<file path="config.mk">
export PLATFORM = sky130hd
export DESIGN_NAME = temp_sample_buffer
export DESIGN_NICKNAME = d
export VERILOG_FILES = /design/src/rtl/temp_sample_buffer_pkg.sv /design/src/rtl/sync_fifo.sv /design/src/rtl/temp_sample_buffer.sv
export SDC_FILE = /design/constraint.sdc
export NUM_CORES = 1
export LEC_CHECK = 0
export ABC_AREA = 1
export CORE_MARGIN = 2
export CORE_UTILIZATION = 45
export CTS_BUF_LIST = sky130_fd_sc_hd__clkbuf_4 sky130_fd_sc_hd__clkbuf_8
export CTS_CLUSTER_DIAMETER = 30
export DETAILED_ROUTE_END_ITERATION = 10
export PLACE_DENSITY = 0.62
export SLEW_MARGIN = 20
export SYNTH_ARGS = -nofsm -noshare
export SYNTH_HDL_FRONTEND = slang
export SYNTH_SLANG_ARGS = --single-unit
</file>
<file path="constraint.sdc">
create_clock -name clk -period 3.3 [get_ports clk]
set_clock_uncertainty 0.1 [all_clocks]
set_input_delay 0.495 -clock clk [delete_from_list [all_inputs] [get_ports clk]]
set_output_delay 0.495 -clock clk [all_outputs]
set_load 0.1 [all_outputs]
</file>
<file path="src/rtl/temp_sample_buffer_pkg.sv">
// Shared types and constants for the ADT7420 sample buffer.
// Temperature samples are 13-bit two's complement at 1/16 degC per LSB.
package temp_sample_buffer_pkg;

    localparam int TEMP_W       = 13;
    localparam int SUM_W        = 16;
    localparam int FIFO_W       = 16;
    // One LSB is 1/DEGC_LSB_DIV degC (0.0625 degC).
    localparam int DEGC_LSB_DIV = 16;

    typedef enum logic {
        WAIT_MSB = 1'b0,
        WAIT_LSB = 1'b1
    } asm_state_e;

    function automatic logic [FIFO_W-1:0] sext_fifo(input logic [TEMP_W-1:0] t);
        return {{(FIFO_W-TEMP_W){t[TEMP_W-1]}}, t};
    endfunction

endpackage

</file>
<file path="src/rtl/sync_fifo.sv">
// Single-clock FIFO with registered read data, clear, and sticky drop flag.
// A pop frees a slot in the same cycle, so push+pop while full is accepted.
module sync_fifo #(
    parameter int WIDTH = 16,
    parameter int DEPTH = 16
) (
    input  logic                     clk,
    input  logic                     rst_n,
    input  logic                     clr,
    input  logic                     push,
    input  logic [WIDTH-1:0]         din,
    input  logic                     pop,
    output logic [WIDTH-1:0]         dout,
    output logic                     rd_valid,
    output logic                     empty,
    output logic                     full,
    output logic [$clog2(DEPTH):0]   count,
    output logic                     overflow
);

    localparam int AW = $clog2(DEPTH);
    localparam logic [AW:0] FULL_CNT = (AW+1)'(DEPTH);

    logic [WIDTH-1:0] mem_q [DEPTH];
    logic [AW-1:0]    wr_ptr_q, wr_ptr_d, rd_ptr_q, rd_ptr_d;
    logic [AW:0]      count_q, count_d;
    logic [WIDTH-1:0] dout_q, dout_d;
    logic             rd_valid_q, rd_valid_d;
    logic             ovf_q, ovf_d;
    logic             do_push, do_pop;

    always_comb begin
        do_pop     = pop && (count_q != '0) && !clr;
        do_push    = push && !clr && ((count_q != FULL_CNT) || do_pop);
        wr_ptr_d   = wr_ptr_q;
        rd_ptr_d   = rd_ptr_q;
        count_d    = count_q;
        dout_d     = dout_q;
        rd_valid_d = do_pop;
        ovf_d      = ovf_q;
        if (clr) begin
            wr_ptr_d = '0;
            rd_ptr_d = '0;
            count_d  = '0;
            ovf_d    = 1'b0;
        end else begin
            if (do_push) wr_ptr_d = wr_ptr_q + AW'(1);
            if (do_pop) begin
                rd_ptr_d = rd_ptr_q + AW'(1);
                dout_d   = mem_q[rd_ptr_q];
            end
            count_d = count_q + (AW+1)'(do_push) - (AW+1)'(do_pop);
            if (push && !do_push) ovf_d = 1'b1;
        end
    end

    always_ff @(posedge clk) begin
        if (do_push) mem_q[wr_ptr_q] <= din;
    end

    always_ff @(posedge clk or negedge rst_n) begin
        if (!rst_n) begin
            wr_ptr_q   <= '0;
            rd_ptr_q   <= '0;
            count_q    <= '0;
            dout_q     <= '0;
            rd_valid_q <= 1'b0;
            ovf_q      <= 1'b0;
        end else begin
            wr_ptr_q   <= wr_ptr_d;
            rd_ptr_q   <= rd_ptr_d;
            count_q    <= count_d;
            dout_q     <= dout_d;
            rd_valid_q <= rd_valid_d;
            ovf_q      <= ovf_d;
        end
    end

    assign dout     = dout_q;
    assign rd_valid = rd_valid_q;
    assign count    = count_q;
    assign empty    = (count_q == '0);
    assign full     = (count_q == FULL_CNT);
    assign overflow = ovf_q;

endmodule

</file>
<file path="src/rtl/temp_sample_buffer.sv">
// Assembles ADT7420 MSB/LSB byte pairs into 13-bit samples, keeps a running
// moving average over a 2^AVG_LEN_LOG2 window, and queues samples for the host.
module temp_sample_buffer
    import temp_sample_buffer_pkg::*;
#(
    parameter int FIFO_DEPTH   = 16,
    parameter int AVG_LEN_LOG2 = 3
) (
    input  logic                          clk,
    input  logic                          rst_n,
    input  logic                          byte_valid,
    input  logic [7:0]                    byte_data,
    input  logic                          ack_err,
    input  logic                          clear,
    input  logic                          rd_en,
    output logic [TEMP_W-1:0]             temp_raw,
    output logic [TEMP_W-1:0]             temp_avg,
    output logic                          avg_valid,
    output logic                          sample_valid,
    output logic [FIFO_W-1:0]             fifo_dout,
    output logic                          rd_valid,
    output logic                          fifo_empty,
    output logic                          fifo_full,
    output logic [$clog2(FIFO_DEPTH):0]   fifo_count,
    output logic                          overflow
);

    localparam int AVG_N = 1 << AVG_LEN_LOG2;
    localparam int FW    = AVG_LEN_LOG2 + 1;
    localparam logic [FW-1:0] FILL_MAX = FW'(AVG_N);

    asm_state_e                     state_q, state_d;
    logic [7:0]                     msb_q, msb_d;
    logic [TEMP_W-1:0]              temp_raw_q, temp_raw_d;
    logic                           sample_valid_q, sample_valid_d;
    logic [AVG_N-1:0][TEMP_W-1:0]   win_q, win_d;
    logic signed [SUM_W-1:0]        sum_q, sum_d;
    logic [FW-1:0]                  fill_q, fill_d;
    logic [TEMP_W-1:0]              temp_avg_q, temp_avg_d;
    logic                           avg_valid_q, avg_valid_d;

    logic                           commit;
    logic [TEMP_W-1:0]              sample;
    logic [FIFO_W-1:0]              fifo_din;
    logic signed [SUM_W-1:0]        sample_sx, evict_sx, sum_shift;
    logic                           unused_flags;

    // Low three LSB bits are ADT7420 status flags in 13-bit mode.
    assign unused_flags = ^byte_data[2:0];
    assign sample       = {msb_q, byte_data[7:3]};
    assign fifo_din     = sext_fifo(sample);
    assign sample_sx    = $signed(SUM_W'(sext_fifo(sample)));
    assign evict_sx     = $signed(SUM_W'(sext_fifo(win_q[AVG_N-1])));
    assign sum_shift    = sum_q >>> AVG_LEN_LOG2;

    always_comb begin
        state_d        = state_q;
        msb_d          = msb_q;
        commit         = 1'b0;
        temp_raw_d     = temp_raw_q;
        sample_valid_d = 1'b0;
        win_d          = win_q;
        sum_d          = sum_q;
        fill_d         = fill_q;
        // Average lags the sum by one register stage.
        temp_avg_d     = sum_shift[TEMP_W-1:0];
        avg_valid_d    = (fill_q == FILL_MAX);

        if (clear) begin
            state_d = WAIT_MSB;
        end else if (ack_err) begin
            state_d = WAIT_MSB;
        end else if (byte_valid) begin
            case (state_q)
                WAIT_MSB: begin
                    msb_d   = byte_data;
                    state_d = WAIT_LSB;
                end
                WAIT_LSB: begin
                    commit  = 1'b1;
                    state_d = WAIT_MSB;
                end
                default: state_d = WAIT_MSB;
            endcase
        end

        if (clear) begin
            win_d       = '0;
            sum_d       = '0;
            fill_d      = '0;
            temp_avg_d  = '0;
            avg_valid_d = 1'b0;
        end else if (commit) begin
            temp_raw_d     = sample;
            sample_valid_d = 1'b1;
            win_d          = {win_q[AVG_N-2:0], sample};
            sum_d          = sum_q + sample_sx - evict_sx;
            fill_d         = (fill_q == FILL_MAX) ? fill_q : fill_q + FW'(1);
        end
    end

    always_ff @(posedge clk or negedge rst_n) begin
        if (!rst_n) begin
            state_q        <= WAIT_MSB;
            msb_q          <= '0;
            temp_raw_q     <= '0;
            sample_valid_q <= 1'b0;
            win_q          <= '0;
            sum_q          <= '0;
            fill_q         <= '0;
            temp_avg_q     <= '0;
            avg_valid_q    <= 1'b0;
        end else begin
            state_q        <= state_d;
            msb_q          <= msb_d;
            temp_raw_q     <= temp_raw_d;
            sample_valid_q <= sample_valid_d;
            win_q          <= win_d;
            sum_q          <= sum_d;
            fill_q         <= fill_d;
            temp_avg_q     <= temp_avg_d;
            avg_valid_q    <= avg_valid_d;
        end
    end

    sync_fifo #(
        .WIDTH (FIFO_W),
        .DEPTH (FIFO_DEPTH)
    ) u_fifo (
        .clk      (clk),
        .rst_n    (rst_n),
        .clr      (clear),
        .push     (commit),
        .din      (fifo_din),
        .pop      (rd_en),
        .dout     (fifo_dout),
        .rd_valid (rd_valid),
        .empty    (fifo_empty),
        .full     (fifo_full),
        .count    (fifo_count),
        .overflow (overflow)
    );

    assign temp_raw     = temp_raw_q;
    assign temp_avg     = temp_avg_q;
    assign avg_valid    = avg_valid_q;
    assign sample_valid = sample_valid_q;

endmodule
</file>
Word-level counts from Yosys, hierarchy flattened
Memories as Yosys holds them, arrays and structs flattened. A register that Yosys moved wholly into a read port is not among the register bits.
Cells that the tools add are included.
{"block": "totals", "reg_bits": 176, "mem_bits_rw": 256, "input_bits": 14, "output_inout_bits": 53, "word_cells": 84, "mem_count": 1}
{"name": "u_fifo.mem_q", "words": 16, "word_bits": 16, "rd": 1, "rd_clocked_by_memory_dff": 1, "write_ports": 1, "line": "sync_fifo.sv:24", "rtl": "logic [WIDTH-1:0] mem_q [DEPTH];"}
{"block": "classes", "n_addsub": 7, "eq_ne": 4, "mux": 28, "bitwise": 3, "reduce_logical": 20}
{"cell": "104-bit two-way mux", "count": 2}
{"cell": "16-bit two-way mux", "count": 2}
{"cell": "4-bit two-way mux", "count": 7}
{"cell": "16-bit by 13-bit adder with 16-bit output", "count": 1}
{"cell": "16-bit by 13-bit subtractor with 16-bit output", "count": 1}
{"cell": "1-bit two-way mux", "count": 14}
{"cell": "13-bit two-way mux", "count": 1}
{"cell": "4-bit by 1-bit adder with 4-bit output, second input constant", "count": 3}
{"cell": "2-bit nonzero test", "count": 4}
{"cell": "2-bit AND reduction", "count": 3}
{"cell": "5-bit by 1-bit adder with 5-bit output", "count": 1}
{"cell": "5-bit equality test, second input constant", "count": 1}
{"cell": "1-bit logical AND", "count": 5}
{"cell": "5-bit zero test", "count": 1}
{"cell": "5-bit two-way mux", "count": 1}
{"cell": "5-bit inequality test, second input constant", "count": 1}
{"cell": "5-bit nonzero test", "count": 1}
{"cell": "5-bit by 1-bit subtractor with 5-bit output", "count": 1}
{"cell": "4-bit equality test, second input constant", "count": 1}
{"cell": "4-bit AND reduction", "count": 1}
{"cell": "1-bit zero test", "count": 3}
{"cell": "1-bit inverter", "count": 3}
{"cell": "3-bit nonzero test", "count": 1}
{"cell": "2-bit inequality test, second input constant", "count": 1}
{"cell": "2 further kinds", "count": 2}

Longest topological paths before layout
Gate-level depths: netlist of the first run.
{"block": "depth", "depth_word": 10, "mapped_depth": 15, "depth_no_buf": 14}

Cells and area by module
Synthesis of the first run repeated with hierarchy kept, for this count alone.
{"block": "hier_totals", "hier_cells": 2008, "area_unflattened_um2": 19717.7}
{"mod": "sync_fifo", "instances": 1, "cells_each": 1220, "area_each_um2": 12429.4, "seq_area_each_um2": 8463.1}
{"mod": "temp_sample_buffer", "instances": 1, "cells_each": 788, "area_each_um2": 7288.2, "seq_area_each_um2": 4028.9}

Least setup slack after synthesis of the first run
No wires, ideal clock.
{"block": "synth_path", "path_type": "reg2reg", "startpoint": "register u_fifo.count_q[3], in the netlist u_fifo.count[3]", "endpoint": "register u_fifo.count_q[4], in the netlist u_fifo.count[4]", "setup_ps": 123, "arrival_time_ps": 3887, "t_required_ps": 3077, "setup_slack_ps": -810, "stages_incl_launch_ff": 15, "path_buffers": 0, "period_less_slack_ps": 4110, "path_cell_list": "dfrtp_1 inv_1 ha_1 nand3_1 nor2_1 nand2_1 nand2_4 inv_4 ha_1 inv_1 fa_1 o21ai_0 a21oi_1 xor2_1 nor2_1"}
{"block": "synth_via", "elab_chain_len": 8, "elab_cells_between_ends": 9, "classes_between": "add/sub: 2; eq/ne: 1; mux: 1; reduce/logical: 5"}
{"element": "start: declaration", "line": "sync_fifo.sv:26", "rtl": "logic [AW:0] count_q, count_d;"}
{"element": "start signal: assignment", "line": "sync_fifo.sv:72", "rtl": "count_q <= count_d;"}
{"element": "5-bit nonzero test", "line": "sync_fifo.sv:33", "rtl": "do_pop = pop && (count_q != '0) && !clr;"}
{"element": "1-bit logical AND (2 in series)", "line": "sync_fifo.sv:33"}
{"element": "1-bit logical OR", "line": "sync_fifo.sv:34", "rtl": "do_push = push && !clr && ((count_q != FULL_CNT) || do_pop);"}
{"element": "1-bit logical AND", "line": "sync_fifo.sv:34"}
{"element": "5-bit by 1-bit adder with 5-bit output", "line": "sync_fifo.sv:52", "rtl": "count_d = count_q + (AW+1)'(do_push) - (AW+1)'(do_pop);"}
{"element": "5-bit by 1-bit subtractor with 5-bit output *", "line": "sync_fifo.sv:52"}
{"element": "5-bit two-way mux *", "line": "sync_fifo.sv:41", "rtl": "if (clr) begin"}
{"element": "net u_fifo.count_d[4]", "line": "sync_fifo.sv:26"}
Mark *: on every way through the listed nets, which the timed path passes. The rest lies on a longest branch.
A chain may end at the register's enable or synchronous reset.

Worst setup path after layout of the first run
{"block": "layout_path", "startpoint": "register u_fifo.count_q[2], in the netlist u_fifo.count[2]", "endpoint": "register u_fifo.count_q[4], in the netlist u_fifo.count[4]"}
Same word-level chain as after synthesis.

==> impl_metrics.yaml, run 1 <==
floorplan:
  core_um2: 37400
  die-area_um2: 39200
  dieHeight_um: 198
  ios: 67
  start_util_pct: 45.3
  rows: 71
  die_w_um: 198
synth:
  synth_most_common_cell: "nor2_1"
  synth_area_um2: 16900
  yosysSeqAreaShare_pct: 64.8
  syn_nets: 1672
  synth.distinct_cells: 35
  synth_cells: 1612
  ys_ff_latch: 397
  synth_edf_count: 208
  synth_top_area_share_pct: 36.9
  ys_async_sr_fraction_pct: 47.6
  netlist_top_cells_count: "nor2_1, inv_1, edfxtp_1"
  yosys_warnings: 0
  synth_area_per_cell_um2: 10.5
  synthFlopType: "edfxtp_1"
  yosys.area.top_type: "edfxtp_1"
  synthTopCellsByArea: "edfxtp_1, dfrtp_1, nor2_1, inv_1, nand2_1"
final_layout:
  register_area_um2: 11000
  fin_nets: 1808
  fin_util_pct: 53.4
  multi_input_area_um2: 4680
  area_growth_pct: 17.8
  drive_gt1_share_pct: 14.8
  antenna_cells: 0
  fillers: 3273
global_route:
  globalRouteOverflowTotal: 0
  grt_pass1_vias: 11530
  grt_pass1_wl_um: 63000
  antenna_found_initial: 0
  grt_max_degree: 107
  grt_usage_pct: 20.9
setup_path:
  crit_slowest_cell: "dfrtp_2"
  r2r_start: "u_fifo.count[2]$_DFF_PN0_"
  crit_type: "register to register"
  critPathCaptureType: "register"
  path_cells: "inv_1 -> ha_1 -> nand4_2 -> nand3_2 -> inv_2 -> ha_1 -> inv_1 -> ha_1 -> inv_1 -> fa_1 -> o21ai_0 -> a21oi_1 -> xor2_1 -> nor2_1"
  worst_ep_arrival_time_ns: 3.07
  rr_endpoint: "u_fifo.count[4]$_DFF_PN0_"
  cp_top_family: "adder cells"
  cpPeakStageDelay_ns: 0.42
  cp-start-kind: "register"
  path_max_fanout: 4
  regToRegSetupSlack_ns: 0.61
  reg2reg_depth: 14
  crit_required_ns: 3.68
  path_buf_inv: 4
job:
  max_cap_violations: 0
clock_tree:
  clkTransAtPathRegs_ns: 0.06
  cts_buffers: 80
  post-cts-setup-buffers: 0
  clock-sinks: 397
  cts_resized: 0
  cts_buffer_depth: 3
  cts_hold_buf: 1
  cts_root_buf: "clkbuf_8"
  h-tree-depth: 3
  worstSkewPairLatency_ns: 0.60
  cts_tree: "yes"
placement:
  hpwl_um: 24900
  finalWeightedCongestion: 0.905
  portBuffers: 66
power:
  power_density_nw_per_um2: 744
  power_leakage_nw: 8.47
  ir_worst_vdd_mv: 0.557
timing:
  final-setup-viol-count: 0
  tns_ns: 0
  hold_violations: 0
  period_share_pct: 81.5
  final_max_slew_viol_count: 0
  rsz0062_at_grt: "false"
  maxSlewHeadroom_pct: 35.1
  period_minus_slack_ns: 2.69
  max_freq_mhz: 372
  worstMarginPinSlew_ns: 0.970
detailed_routing:
  antenna_left: 0
  wl_um: 39400
  drt_first_pass_iters: 6
  dr.first_iter.drc_count: 761
  drc: 0
  vias: 11619
  avgViaCountPerCell: 5.00
  wire_per_inst_um: 16.9
min_path:
  hp-start: "fill_q[3]$_DFFE_PN0P_"
  hp-class: "register to register"
  hold_end: "fill_q[3]$_DFFE_PN0P_"
  hold_depth: 1
run_status:
  status: "complete, no violations"
[worst max path at each step]
stage	from	end	cells after the start	slack, ns
detailed placement	byte_data[7]	sum_q[11]$_DFFE_PN0P_	14	0.18
finish	u_fifo.count[2]$_DFF_PN0_	u_fifo.count[4]$_DFF_PN0_	14	0.61
global route	u_fifo.count[2]$_DFF_PN0_	u_fifo.count[4]$_DFF_PN0_	14	0.38
CTS	u_fifo.count[2]$_DFF_PN0_	u_fifo.count[4]$_DFF_PN0_	14	0.59
floorplan	u_fifo.count[1]$_DFF_PN0_	u_fifo.count[4]$_DFF_PN0_	14	0.02
global placement	byte_data[7]	sum_q[7]$_DFFE_PN0P_	12	0.22
[cells by family after synthesis]
logic type | after synthesis | synth area share (%)
buf+inv | 298 | 7.68
fa+ha+maj | 46 | 4.11
compound gates | 273 | 8.78
flops | 397 | 64.8
xor+xnor | 6 | 0.310
simple gates | 592 | 14.3
[layout by cell type, fill, tap and decap left out, types with 16 or more instances in the layout]
cell type / count
ha_1: 30
inv_1: 210
clkinv_2: 17
nand2_1: 203
o22ai_1: 94
clkbuf_8: 89
clkdlybuf4s50_1: 19
nor2_1: 258
buf_4: 105
dfrtp_1: 185
a21oi_1: 21
nand3_1: 109
o21ai_1: 46
edfxtp_1: 208
o21ai_0: 111
fa_1: 16
[cell type report]
class                      count  share of cell area (%)
clock buffer                 100                    6.52
clock inverter                47                    2.03
inverter                     220                    4.18
multi-input combinational    917                    23.4
sequential                   397                    55.0
tap                          511                    3.20
timing repair buffer         132                    5.62
[flip-flops by register name, summed over array words and instances (netlist names)]
register,count
u_fifo.count,5
sum_q,16
msb_q,8
evict_sx,13
win_q,91
state_q,1
u_fifo.rd_ptr_q,4
temp_avg,13
sample_valid,1
avg_valid,1
u_fifo.dout,13
temp_raw,13
u_fifo.mem_q,208
u_fifo.overflow,1
fill_q,4
u_fifo.wr_ptr_q,4
u_fifo.rd_valid,1
[worst reg2reg max path, cell delays in order (launching register included)]
cell	delay, ns
dfrtp_2	0.42
inv_1	0.09
ha_1	0.19
nand4_2	0.18
nand3_2	0.12
inv_2	0.04
ha_1	0.26
inv_1	0.06
ha_1	0.16
inv_1	0.06
fa_1	0.42
o21ai_0	0.19
a21oi_1	0.10
xor2_1	0.13
nor2_1	0.05
[routing by layer]
metal	vias to the layer above	global-route usage, %	share of wire (%)
met3	75	3.68	5.4
met2	306	34.2	48
met4	0	8.24	2.9
li1	5632	-	-
met1	5606	28.0	44
met5	-	0	0
[stage by stage]
step	hold WS (ns)	power, mW	setup slack [ns]	instance area (um2)	std cells
final	0.365	14.8	0.610	20000	2324
after global routing	0.400	15.6	0.385	20000	2324
after CTS	0.368	15.0	0.588	20000	2324
after detailed placement	0.352	9.70	0.181	18200	2176
after global placement	0.351	9.66	0.220	18200	2176
after floorplan	0.0994	8.74	0.0218	16900	1612
[power by group]
| part | internal [mW] | leakage [nW] | switching, mW | total (mW) |
|---|---|---|---|---|
| Combinational | 0.991 | 3.15 | 2.99 | 3.98 |
| Sequential | 5.48 | 4.45 | 0.137 | 5.62 |
| Clock | 3.09 | 0.871 | 2.16 | 5.25 |
| Total | 9.56 | 8.47 | 5.28 | 14.8 |
No activity file was read; power rests on OpenSTA's default activity.
==> run 2, diff against run 1 <==
--- a/config.mk
+++ b/config.mk
@@ -11,7 +11,7 @@
 export CTS_BUF_LIST = sky130_fd_sc_hd__clkbuf_4 sky130_fd_sc_hd__clkbuf_8
 export CTS_CLUSTER_DIAMETER = 30
 export DETAILED_ROUTE_END_ITERATION = 10
-export PLACE_DENSITY = 0.62
+export PLACE_DENSITY = 0.64
 export SLEW_MARGIN = 20
 export SYNTH_ARGS = -nofsm -noshare
 export SYNTH_HDL_FRONTEND = slang
==> constraint.sdc (replaced) <==
create_clock -name clk -period 2.22 [get_ports clk]
set_clock_uncertainty 0.1 [all_clocks]
set_input_delay 0.333 -clock clk [delete_from_list [all_inputs] [get_ports clk]]
set_output_delay 0.333 -clock clk [all_outputs]
set_load 0.1 [all_outputs]
==> run 2 against run 1 <==
  * The run now ends with negative setup slack left
  * Sequential power increased by 49%
  * Critical path type unchanged
  * Critical path depth unchanged
  * Highest routed layer unchanged
  * Worst setup slack got worse by 0.86 ns
  * Fmax increased by 9.0%
  * Die area unchanged
  * Global-route usage increased by 0.79 points
  * Sequential cell count unchanged
==> impl_metrics.yaml, run 2 (synthesized netlist as in run 1, its figures left out) <==
clock_tree:
  cts_buffer_depth: 3
  cts_tree: "yes"
  clkTransAtPathRegs_ns: 0.05
  worstSkewPairLatency_ns: 0.65
  cts_buffers: 81
  clock-sinks: 397
  cts_root_buf: "clkbuf_8"
  h-tree-depth: 3
final_layout:
  reg.largest.list: "u_fifo.mem_q x208, win_q x91, sum_q x16"
  largest-register: "u_fifo.mem_q"
  largest_reg_flops: 208
  layout_commonest_cell: "nor2_1"
  drive_gt1_share_pct: 26.7
  fin_nets: 1900
  final_cell_mix: "nor2_1, edfxtp_1, inv_1"
  fin_util_pct: 58.3
  area_growth_pct: 28.8
  antenna_cells: 0
timing:
  hold_violations: 0
  tns_ns: -0.912
  worstMarginPinSlew_ns: 0.559
  max_freq_mhz: 405
  whs_ns: 0.0762
  maxSlewHeadroom_pct: 62.7
  period_minus_slack_ns: 2.47
  final-setup-viol-count: 8
  setup_ws_ns: -0.249
  period_share_pct: 111
  rsz0062_at_grt: "true"
  final_max_slew_viol_count: 0
placement:
  portBuffers: 66
  finalWeightedCongestion: 0.910
  hpwl_um: 26600
setup_path:
  crit_required_ns: 2.63
  crit_type: "register to register"
  cp-start-kind: "register"
  crit_slowest_cell: "dfrtp_4"
  path_cells: "inv_4 -> ha_4 -> nand4_4 -> nand3_4 -> inv_4 -> ha_4 -> inv_4 -> ha_4 -> inv_2 -> fa_2 -> buf_4 -> buf_4 -> o21ai_2 -> a21oi_2"
  cpPeakStageDelay_ns: 0.49
  path_max_fanout: 3
  critPathCaptureType: "register"
  worst_ep_arrival_time_ns: 2.88
global_route:
  use_met1_pct: 27.8
  grt_usage_pct: 21.7
  busiest_layer: "met2"
  grt_max_degree: 75
  globalRouteOverflowTotal: 0
  grt_pass1_vias: 12145
  met3_usage_pct: 3.42
  grt_pass1_wl_um: 65100
  antenna_found_initial: 0
  use_met2_pct: 36.4
power:
  seqPwrFrac_pct: 34.5
  power_density_nw_per_um2: 1110
  ir_worst_vdd_mv: 0.679
  comb_power_share_pct: 30.4
  p_sw_share_pct: 35.5
  pwr-share-clk_pct: 35.1
  p_int_mw: 15.6
  p_switching_mw: 8.59
  power_leakage_nw: 9.19
detailed_routing:
  avgViaCountPerCell: 5.02
  drt_first_pass_iters: 5
  dr.first_iter.drc_count: 710
  antenna_left: 0
  wl_um: 41400
  vias: 12137
  wire_per_inst_um: 17.1
  drc: 0
floorplan:
  ios: 67
  start_util_pct: 45.3
  die_w_um: 198
  dieHeight_um: 198
  die-area_um2: 39200
  rows: 71
  core_um2: 37400
run_status:
  violations: "negative setup slack"
  status: "finished, violations left"
min_path:
  hp-class: "input pin to async pin"
job:
  max_cap_violations: 0
run 2: per-layer routing:
metal | share of wire, % | up-vias
li1 | - | 5837
met2 | 50 | 308
met3 | 4.6 | 95
met5 | 0 | -
met4 | 3.6 | 0
met1 | 42 | 5897
run 2: worst paths after layout:
check / startpoint / to / slack, ns / depth (start not counted)
min in group clk: byte_data[6] / u_fifo.mem_q[4][3]$_DFFE_PP_ / 0.12 / 2
min: rst_n / u_fifo.count[4]$_DFF_PN0_ / 0.08 / 2
max in group asynchronous: rst_n / win_q[19]$_DFFE_PN0P_ / 1.24 / 4
max: u_fifo.count[3]$_DFF_PN0_ / u_fifo.count[2]$_DFF_PN0_ / -0.25 / 14
max reg2reg: u_fifo.count[3]$_DFF_PN0_ / u_fifo.count[2]$_DFF_PN0_ / -0.25 / 14
min reg2reg: fill_q[3]$_DFFE_PN0P_ / fill_q[3]$_DFFE_PN0P_ / 0.37 / 1
run 2: stage by stage:
step	instances	area [um2]	total power, mW	setup slack, ns
floorplan	1612	17100	13.2	-0.605
global placement	2247	19200	15.0	-0.679
detailed placement	2247	19200	15.1	-0.707
CTS	2405	21400	24.0	-0.233
global route	2417	21800	25.3	-0.338
finish	2417	21800	24.2	-0.249
run 2: power by group through the flow:
| stage | Combinational, mW | Sequential (mW) | Clock [mW] |
|---|---|---|---|
| finish | 7.38 | 8.36 | 8.49 |
| global route | 7.95 | 8.40 | 8.98 |
| CTS | 6.93 | 8.36 | 8.66 |
| detailed placement | 6.59 | 8.50 | 0 |
| global placement | 6.50 | 8.49 | 0 |
| floorplan | 3.12 | 10.0 | 0 |
run 2: critical path: cells and delay by family (launching register included):
family | cells | cell delay [ns]
adder cells (fa/ha/maj) | 4 | 0.87
buffers and inverters | 6 | 0.50
flip-flops | 1 | 0.49
AND/OR/NAND/NOR | 2 | 0.22
AO/OA/AOI/OAI | 2 | 0.18
run 2: layout make-up:
cell class	count	area [um2]
Clock inverter	49	582
Inverter	220	861
Fill cell	3013	15600
Tap cell	511	639
Multi-Input combinational cell	917	5300
Clock buffer	100	1280
Timing Repair Buffer	223	2140
Sequential cell	397	11000
run 2: timing repair:
action,4_1_cts,5_1_grt
hold buffers,1,1
setup buffers,8,14
pin swaps,29,44
setup endpoints to repair,210,225
endpoints found under the hold margin,150,1
resized for setup,64,83
